File: src/rtl/instr_fetch_pkg.sv
// rtl/instr_fetch_pkg.sv - shared types and constants for the instruction fetch stage
//
// Contents:
//   fetch_state_t  fetch sequencer states (idle, request, wait, drain)
//   FETCH_DEPTH    entries in the fetch buffer
//   CNT_W          width of the buffer occupancy count
//   *_HI/*_LO      instruction field bit positions
//   fetch_entry_t  one buffered fetch: {instr, pc, err}
package instr_fetch_pkg;

  typedef enum logic [1:0] {
    S_IDLE  = 2'd0,
    S_REQ   = 2'd1,
    S_WAIT  = 2'd2,
    S_DRAIN = 2'd3
  } fetch_state_t;

  localparam int FETCH_DEPTH = 2;
  localparam int CNT_W       = $clog2(FETCH_DEPTH + 1);

  localparam int OPCODE_HI = 31;
  localparam int OPCODE_LO = 26;
  localparam int RS_HI     = 25;
  localparam int RS_LO     = 21;
  localparam int RT_HI     = 20;
  localparam int RT_LO     = 16;
  localparam int RD_HI     = 15;
  localparam int RD_LO     = 11;
  localparam int SHAMT_HI  = 10;
  localparam int SHAMT_LO  = 6;
  localparam int FUNCT_HI  = 5;
  localparam int FUNCT_LO  = 0;
  localparam int IMM_HI    = 15;
  localparam int IMM_LO    = 0;

  typedef struct packed {
    logic [31:0] instr;
    logic [31:0] pc;
    logic        err;
  } fetch_entry_t;

  localparam int ENTRY_W = $bits(fetch_entry_t);

endpackage

File: src/rtl/fetch_fifo.sv
// rtl/fetch_fifo.sv - small synchronous FIFO holding fetched instruction entries
//
// Ports:
//   clk, rst       clock and synchronous active-high reset
//   push, wdata    write one entry (accepted when not full, or when popping same cycle)
//   pop            remove the head entry (ignored when empty)
//   flush          empty the FIFO; beats a simultaneous push or pop
//   rdata          head entry
//   count, empty   occupancy
module fetch_fifo #(
  parameter int DEPTH = 2,
  parameter int WIDTH = 8,
  parameter int CNT_W = $clog2(DEPTH + 1)
) (
  input  logic             clk,
  input  logic             rst,
  input  logic             push,
  input  logic [WIDTH-1:0] wdata,
  input  logic             pop,
  input  logic             flush,
  output logic [WIDTH-1:0] rdata,
  output logic [CNT_W-1:0] count,
  output logic             empty
);

  localparam int PTR_W = (DEPTH > 1) ? $clog2(DEPTH) : 1;

  logic [WIDTH-1:0] mem [DEPTH];
  logic [PTR_W-1:0] rd_ptr, wr_ptr;
  logic             full, do_push, do_pop;

  function automatic logic [PTR_W-1:0] ptr_inc(input logic [PTR_W-1:0] p);
    return (p == PTR_W'(DEPTH - 1)) ? '0 : p + 1'b1;
  endfunction

  assign empty   = (count == '0);
  assign full    = (count == CNT_W'(DEPTH));
  assign do_pop  = pop && !empty;
  // A full FIFO can still take a word in the cycle its head leaves.
  assign do_push = push && (!full || do_pop);
  assign rdata   = mem[rd_ptr];

  always_ff @(posedge clk) begin
    if (rst) begin
      rd_ptr <= '0;
      wr_ptr <= '0;
      count  <= '0;
      for (int i = 0; i < DEPTH; i++) mem[i] <= '0;
    end else if (flush) begin
      rd_ptr <= '0;
      wr_ptr <= '0;
      count  <= '0;
    end else begin
      if (do_push) begin
        mem[wr_ptr] <= wdata;
        wr_ptr      <= ptr_inc(wr_ptr);
      end
      if (do_pop) rd_ptr <= ptr_inc(rd_ptr);
      count <= count + CNT_W'(do_push) - CNT_W'(do_pop);
    end
  end

endmodule

File: src/rtl/instr_fetch.sv
// rtl/instr_fetch.sv - instruction fetch stage with one outstanding memory request and a 2-entry buffer
//
// Ports:
//   CLK, MasterReset                 clock, synchronous active-high reset
//   PC, fetch_en, flush              fetch address, fetch enable, redirect
//   pc_advance                       pulse: current PC accepted by memory
//   imem_req/imem_addr/imem_gnt      request channel to instruction memory
//   imem_rvalid/imem_rdata/imem_err  response channel from instruction memory
//   instr/instr_pc/instr_err         buffer head
//   instr_valid/instr_ready          handshake to decode
//   opcode..imm16                    field split of instr
//   misaligned_fault                 sticky misaligned-PC flag
module instr_fetch
  import instr_fetch_pkg::*;
(
  input  logic        CLK,
  input  logic        MasterReset,
  input  logic [31:0] PC,
  input  logic        fetch_en,
  input  logic        flush,
  output logic        pc_advance,
  output logic        imem_req,
  output logic [31:0] imem_addr,
  input  logic        imem_gnt,
  input  logic        imem_rvalid,
  input  logic [31:0] imem_rdata,
  input  logic        imem_err,
  output logic [31:0] instr,
  output logic [31:0] instr_pc,
  output logic        instr_err,
  output logic        instr_valid,
  input  logic        instr_ready,
  output logic [5:0]  opcode,
  output logic [4:0]  rs,
  output logic [4:0]  rt,
  output logic [4:0]  rd,
  output logic [4:0]  shamt,
  output logic [5:0]  funct,
  output logic [15:0] imm16,
  output logic        misaligned_fault
);

  fetch_state_t     state, state_next;
  logic [31:0]      addr_q;
  logic             load_addr;
  logic             fault_q;
  logic             push, pop, fifo_empty;
  logic             pc_aligned, start_ok;
  logic [CNT_W-1:0] count, count_next;
  fetch_entry_t     wentry, head;

  assign pc_aligned = (PC[1:0] == 2'b00);
  // Everything needed to start a fetch except buffer room, which depends on the state.
  assign start_ok   = fetch_en && !flush && pc_aligned && !fault_q;

  // Only a response to a live request in WAIT is kept; DRAIN and idle responses fall on the floor.
  assign push       = (state == S_WAIT) && imem_rvalid && !flush;
  assign pop        = instr_valid && instr_ready;
  assign count_next = count + CNT_W'(push) - CNT_W'(pop);

  assign imem_req   = (state == S_REQ);
  assign imem_addr  = addr_q;
  assign pc_advance = (state == S_REQ) && imem_gnt && !flush && !MasterReset;

  assign wentry = '{instr: imem_rdata, pc: addr_q, err: imem_err};

  fetch_fifo #(
    .DEPTH (FETCH_DEPTH),
    .WIDTH (ENTRY_W),
    .CNT_W (CNT_W)
  ) u_fifo (
    .clk   (CLK),
    .rst   (MasterReset),
    .push  (push),
    .wdata (wentry),
    .pop   (pop),
    .flush (flush),
    .rdata (head),
    .count (count),
    .empty (fifo_empty)
  );

  assign instr_valid      = !fifo_empty;
  assign instr            = head.instr;
  assign instr_pc         = head.pc;
  assign instr_err        = head.err;
  assign misaligned_fault = fault_q;

  assign opcode = instr[OPCODE_HI:OPCODE_LO];
  assign rs     = instr[RS_HI:RS_LO];
  assign rt     = instr[RT_HI:RT_LO];
  assign rd     = instr[RD_HI:RD_LO];
  assign shamt  = instr[SHAMT_HI:SHAMT_LO];
  assign funct  = instr[FUNCT_HI:FUNCT_LO];
  assign imm16  = instr[IMM_HI:IMM_LO];

  always_comb begin
    state_next = state;
    load_addr  = 1'b0;
    case (state)
      S_IDLE: begin
        if (start_ok && (count < CNT_W'(FETCH_DEPTH))) begin
          state_next = S_REQ;
          load_addr  = 1'b1;
        end
      end
      S_REQ: begin
        if (flush)         state_next = imem_gnt ? S_DRAIN : S_IDLE;
        else if (imem_gnt) state_next = S_WAIT;
      end
      S_WAIT: begin
        if (flush) begin
          state_next = imem_rvalid ? S_IDLE : S_DRAIN;
        end else if (imem_rvalid) begin
          // Chain straight into the next request when the pushed word still leaves room.
          if (start_ok && (count_next < CNT_W'(FETCH_DEPTH))) begin
            state_next = S_REQ;
            load_addr  = 1'b1;
          end else begin
            state_next = S_IDLE;
          end
        end
      end
      S_DRAIN: begin
        if (imem_rvalid) state_next = S_IDLE;
      end
      default: state_next = S_IDLE;
    endcase
  end

  always_ff @(posedge CLK) begin
    if (MasterReset) begin
      state   <= S_IDLE;
      addr_q  <= '0;
      fault_q <= 1'b0;
    end else begin
      state <= state_next;
      if (load_addr) addr_q <= PC;
      if (flush)
        fault_q <= 1'b0;
      else if ((state == S_IDLE) && fetch_en && !pc_aligned)
        fault_q <= 1'b1;
    end
  end

endmodule

File: config.mk
export PLATFORM = sky130hd
export DESIGN_NAME = instr_fetch
export DESIGN_NICKNAME = d
export VERILOG_FILES = /design/src/rtl/instr_fetch_pkg.sv /design/src/rtl/fetch_fifo.sv /design/src/rtl/instr_fetch.sv
export SDC_FILE = /design/constraint.sdc
export NUM_CORES = 1
export LEC_CHECK = 0
export CELL_PAD_IN_SITES_DETAIL_PLACEMENT = 0
export CELL_PAD_IN_SITES_GLOBAL_PLACEMENT = 1
export CORE_MARGIN = 4
export CORE_UTILIZATION = 41
export CTS_BUF_LIST = sky130_fd_sc_hd__clkbuf_16
export DETAILED_ROUTE_END_ITERATION = 10
export PLACE_DENSITY_LB_ADDON = 0.1
export SETUP_SLACK_MARGIN = 0.5
export SLEW_MARGIN = 0
export SYNTH_ARGS = -nofsm -noshare
export SYNTH_HDL_FRONTEND = slang
export SYNTH_SLANG_ARGS = --single-unit
File: constraint.sdc
create_clock -name CLK -period 13.6 [get_ports CLK]
set_input_delay 2.72 -clock CLK [delete_from_list [all_inputs] [get_ports CLK]]
set_output_delay 2.72 -clock CLK [all_outputs]
set_load 0.01 [all_outputs]
# Word level (Yosys, flattened, before mapping)
# Memories as Yosys holds them, arrays and structs flattened. A register that Yosys moved wholly into a read port is not among the register bits.
# Index checks and enable logic that the tools add are counted.
# Widths: inputs -> output; s select.
[classes] add_sub_neg=6 magnitude_cmp=2 n_eq_ne=8 mux=28 n_reduce_logical=28
[ops] op="$mux 65" n=1
[ops] op="$reduce_or 65->1" n=1
[ops] op="$mux 1" n=17
[ops] op="$mux 2" n=8
[ops] op="$logic_and 1x1->1" n=15
[ops] op="$pmux 2 s4" n=1
[ops] op="$eq 2x2->1 const B" n=3
[ops] op="$logic_not 1->1" n=6
[ops] op="$logic_not 2->1" n=3
[ops] op="$add 2x1->2" n=2
[ops] op="$lt 2x2->1 const B" n=2
[ops] op="$ne 2x2->1 const B" n=2
[ops] op="$reduce_and 4->1" n=1
[ops] op="$sub 2x1->2" n=2
[ops] op="$ne 3x2->1 const B" n=1
[ops] op="$ne 3x3->1 const B" n=1
[ops] op="$add 1x1->1 const B" n=2
[ops] op="$eq 2x1->1 const B" n=1
[ops] op="$pmux 1 s2" n=1
[ops] op="$reduce_or 2->1" n=1
[ops] op="$logic_or 1x1->1" n=1
[word_totals] ff_bits=39 mem_bits_rw=130 memories=1
[memory_table] memory="u_fifo.mem" depth=2 width=65 rd=1 rd_clocked_by_memory_dff=1 wr=2 line_no="fetch_fifo.sv:28" source="logic [WIDTH-1:0] mem [DEPTH];"

# Longest topological paths before layout
[depth] ltp_word=12 depth_mapped=9 mapped_depth_nobuf=8

# Modules after synthesis
# Synthesis repeated with hierarchy kept, for this count alone.
[hier_totals] hier_cells=591 hier_area_um2=7975.1
[modules_own_cells] mod="fetch_fifo" n_inst=1 cells_per_inst=372 area_per_inst_um2=5931.9 seq_area_each_um2=4003.8
[modules_own_cells] mod="instr_fetch" n_inst=1 cells_per_inst=219 area_per_inst_um2=2043.2 seq_area_each_um2=700.7

# Worst setup path after synthesis
# Ideal clock, no wire load.
[synth_path] kind="in2reg" from="in flush" to="mem u_fifo.mem[0][0] in the netlist's numbering, enable pin" arrival_ns=7.699 path_slack_ns=5.323 stages=3 path_buffers=0 cell_sequence="nand4bb_1 -> a21o_1 -> o21ai_0"
[synth_lines] element="start: declaration" line_no="instr_fetch.sv:20" source="input logic flush,"
[synth_lines] element="end: declaration" line_no="fetch_fifo.sv:28"

# Final worst setup path
[layout_path] from="in MasterReset" to="out pc_advance"
[layout_between] elab_chain_len=2
[layout_lines] element="start: declaration" line_no="instr_fetch.sv:17" source="input logic MasterReset,"
[layout_lines] element="$logic_not 1->1" line_no="instr_fetch.sv:63" source="assign pc_advance = (state == S_REQ) && imem_gnt && !flush && !MasterReset;"
[layout_lines] element="$logic_and 1x1->1" line_no="instr_fetch.sv:63"
[layout_lines] element="end: declaration" line_no="instr_fetch.sv:21" source="output logic pc_advance,"
# Every way passes these cells.

==> flow_summary.yaml <==
sta:
  final.period_utilization: 0.518
  worst_slack_ns: 6.56
  setup_total_negative_slack_ns: 0
  layout_min_cycle_time_ns: 7.04
  worst-slew-pin-transition_ns: 1.17
  slew_viol_final: 0
  number_of_endpoints_failing_setup_at_the_final_stage: 0
  hold_viol: 0
  timing.max_slew.rel_slack: 0.217
  highest_attainable_clock_frequency_mhz: 142
  grt_setup_unrepaired: "no"
  finClkSkew_ns: 0.0140
cts:
  cts_hold_buffers: 0
  post_cts.resized_instances: 0
  clk_root_buffer_cell: "sky130_fd_sc_hd__clkbuf_16"
  path_clk_slew_ns: 0.07
  numCtsBuffers: 17
  insertion_delay_ns: 0.43
  cts_sinks: 170
  cts_tree: "done"
  htree_levels: 4
  cts_max_path_buffers: 2
  post_cts_buffers: 0
power_and_ir_drop:
  clockPowerShare: 0.394
  combPwrFrac: 0.099
  irDropWorstVdd_mv: 0.0813
  power_switching_share: 0.241
  intPower_mw: 0.870
  power_per_cell_area_nw_per_um2: 105
  sequential_power_share: 0.506
  leakage_nw: 3.82
  netSwitchingPower_mw: 0.277
global_routing:
  gr-usage-all-layers: 0.182
  maximum_number_of_pins_on_one_net_before_global_route_repair: 66
  globalRoute.totalOverflow: 0
  first_pass_grt_wire_length_um: 32400
  grt_antenna_before_repair: 0
  grt_pass1_vias: 5939
critical_path:
  setup.worst_path.class: "input port to output port"
  worst_r2r_startpoint: "u_fifo.count[1]$_SDFF_PP0_"
  critical_path_s_top_delay_family: "buffers and inverters"
  crit_path_cell_trace: "clkdlybuf4s50_1, buf_4, nor2_1, and3_1, clkdlybuf4s50_1"
  crit_path_end_kind: "output port"
  worstPathRequired_ns: 10.88
  cp_slowest_stage_delay_ns: 0.48
  path_common_cell: "sky130_fd_sc_hd__clkdlybuf4s50_1"
  crit_slowest_cell: "sky130_fd_sc_hd__clkdlybuf4s50_1"
  cp-start-kind: "input port"
  worst_case_reg_to_reg_path_depth: 8
  critical_path_arrival_ns: 4.32
  regToRegSetupSlack_ns: 10.42
  critical_path.max_fanout: 41
  cp.buffers_inverters: 3
  rr_endpoint: "imem_addr[7]$_SDFFE_PP0P_"
detailed_routing:
  drtAntennaViolNets: 0
  routed_length_per_placed_instance_um: 18.5
  detailroute.via_count: 5987
  postRouteWirelength_um: 21100
  detail_route.first_pass.iterations: 5
  post-route-drc-count: 0
  routed_via_density: 5.27
  drt-initial-drc-count: 257
yosys:
  yosysSeqAreaShare: 0.558
  synth.largest_area_cell: "sky130_fd_sc_hd__edfxtp_1"
  synth_top_cells_by_area: "sky130_fd_sc_hd__edfxtp_1, sky130_fd_sc_hd__and2_1, sky130_fd_sc_hd__dfxtp_1"
  ys_types: 37
  netlist_instances: 720
  postSynthAreaPerCell_um2: 11.7
  yosysTopAreaCellShare: 0.463
  synthesis.area_um2: 8430
  syn_nets: 795
  synth_warnings: 0
  yosys_register_bits: 170
place:
  dpl.hpwl_um: 13400
  finalWeightedCongestion: 0.791
  numPortBuffers: 220
  preCtsSetupSlack_ns: 6.57
worst_hold_path:
  timing.hold.worst_path_depth: 1
  hp-start: "imem_addr[1]$_SDFFE_PP0P_"
  holdCritPathClass: "flip-flop to flip-flop"
  hold_path_end: "imem_addr[1]$_SDFFE_PP0P_"
final_layout:
  area_growth_synth_to_finish_pct: 30.2
  multi_input_area_um2: 3090
  finalNetCount: 929
  num_antenna_cells: 0
  share_of_layout_cells_above_drive_strength_1: 0.136
  seqCellArea_um2: 4710
  fillers: 1744
  layout_commonest_cell: "sky130_fd_sc_hd__clkdlybuf4s50_1"
  commonest_cells_after_routing_fill_and_taps_aside: "sky130_fd_sc_hd__clkdlybuf4s50_1, sky130_fd_sc_hd__and2_1, sky130_fd_sc_hd__edfxtp_1"
floorplanning:
  row_count: 52
  ios: 221
  die_width_um: 151
  die_area_um2: 22900
  initial_utilization: 0.417
  floorplan.die.height_um: 151
  core-area_um2: 20200
run:
  max_cap_violations: 0
run_status:
  outcome: "complete, no violations"
## per-stage QoR
step,instances,cell area [um2],util,hold slack [ns],power (mW)
after floorplan,720,8430,-,0.515,0.647
after global placement,1105,10400,0.515,0.491,0.704
after detailed placement,1105,10400,0.515,0.501,0.707
after CTS,1137,11000,0.542,0.516,1.16
after global routing,1137,11000,0.542,0.543,1.19
final,1137,11000,0.542,0.512,1.15
## synth_stat cells
master,instances
sky130_fd_sc_hd__a21o_1,1
sky130_fd_sc_hd__a21oi_1,2
sky130_fd_sc_hd__a22oi_1,1
sky130_fd_sc_hd__a31oi_1,31
sky130_fd_sc_hd__and2_1,133
sky130_fd_sc_hd__and3_1,2
sky130_fd_sc_hd__buf_2,4
sky130_fd_sc_hd__buf_4,48
sky130_fd_sc_hd__buf_6,6
sky130_fd_sc_hd__clkbuf_1,56
sky130_fd_sc_hd__dfxtp_1,40
sky130_fd_sc_hd__edfxtp_1,130
sky130_fd_sc_hd__ha_1,3
sky130_fd_sc_hd__inv_1,5
sky130_fd_sc_hd__inv_2,1
sky130_fd_sc_hd__mux2_2,65
sky130_fd_sc_hd__mux2i_1,1
sky130_fd_sc_hd__nand2_1,32
sky130_fd_sc_hd__nand2b_1,31
sky130_fd_sc_hd__nand4_1,30
sky130_fd_sc_hd__nand4b_1,1
sky130_fd_sc_hd__nand4bb_1,1
sky130_fd_sc_hd__nor2_1,7
sky130_fd_sc_hd__nor2b_1,1
sky130_fd_sc_hd__nor3_1,6
sky130_fd_sc_hd__nor3b_1,2
sky130_fd_sc_hd__nor4_1,30
sky130_fd_sc_hd__o21a_1,3
sky130_fd_sc_hd__o21ai_0,3
sky130_fd_sc_hd__o311ai_1,30
sky130_fd_sc_hd__or2_1,1
sky130_fd_sc_hd__or2_2,2
sky130_fd_sc_hd__or3_1,2
sky130_fd_sc_hd__or3b_2,1
sky130_fd_sc_hd__or4_4,1
sky130_fd_sc_hd__xnor2_1,5
sky130_fd_sc_hd__xor2_1,2
## flip-flops by register name (all words and copies together), names as in the netlist, named ones only
| signal | cells |
|---|---|
| misaligned_fault | 1 |
| u_fifo.count | 2 |
| u_fifo.wr_ptr | 1 |
| imem_addr | 32 |
| u_fifo.mem | 130 |
| state | 2 |
| u_fifo.rd_ptr | 1 |
## power groups by stage
stage	Combinational [mW]	Clock (mW)	Sequential (mW)
after floorplan	0.0537	0	0.593
after global placement	0.113	0	0.591
after detailed placement	0.114	0	0.592
after CTS	0.115	0.461	0.581
after global routing	0.122	0.484	0.583
final	0.114	0.452	0.581
## layer usage
metal,GRT usage,up-vias,share of wire
li1,-,2844,-
met1,0.233,2945,0.43
met2,0.305,184,0.49
met3,0.0470,14,0.065
met4,0.0535,0,0.0088
met5,0,-,0
## kinds of logic after synthesis
| family | Yosys count | synth area share |
|---|---|---|
| xor gates and xnor gates | 7 | 0.00727 |
| buffers and inverters | 120 | 0.0808 |
| muxes | 66 | 0.0880 |
| DFF | 170 | 0.558 |
| adders and majority gates | 3 | 0.00445 |
| and+or+nand+nor | 283 | 0.200 |
| AOI/OAI and AO/OA | 71 | 0.0616 |
## how the worst max path moves through the flow
stage                                                end  slack [ns]  cells past startpoint   startpoint
after detailed placement                      pc_advance        6.57                      5  MasterReset
after global routing                          pc_advance        6.48                      5  MasterReset
after global placement                        pc_advance        6.56                      5  MasterReset
after CTS                                     pc_advance        6.56                      5  MasterReset
after floorplan           u_fifo.mem[0][0]$_SDFFCE_PN0P_        5.32                      3        flush
final                                         pc_advance        6.56                      5  MasterReset
## area by class of cell
class | instances | area share
Multi-Input combinational cell | 430 | 0.281
Inverter | 6 | 0.00205
Tap cell | 270 | 0.0308
Timing Repair Buffer | 229 | 0.207
Sequential cell | 170 | 0.429
Clock inverter | 15 | 0.0112
Clock buffer | 17 | 0.0388
Note: power is estimated with default switching activity, not from simulation.
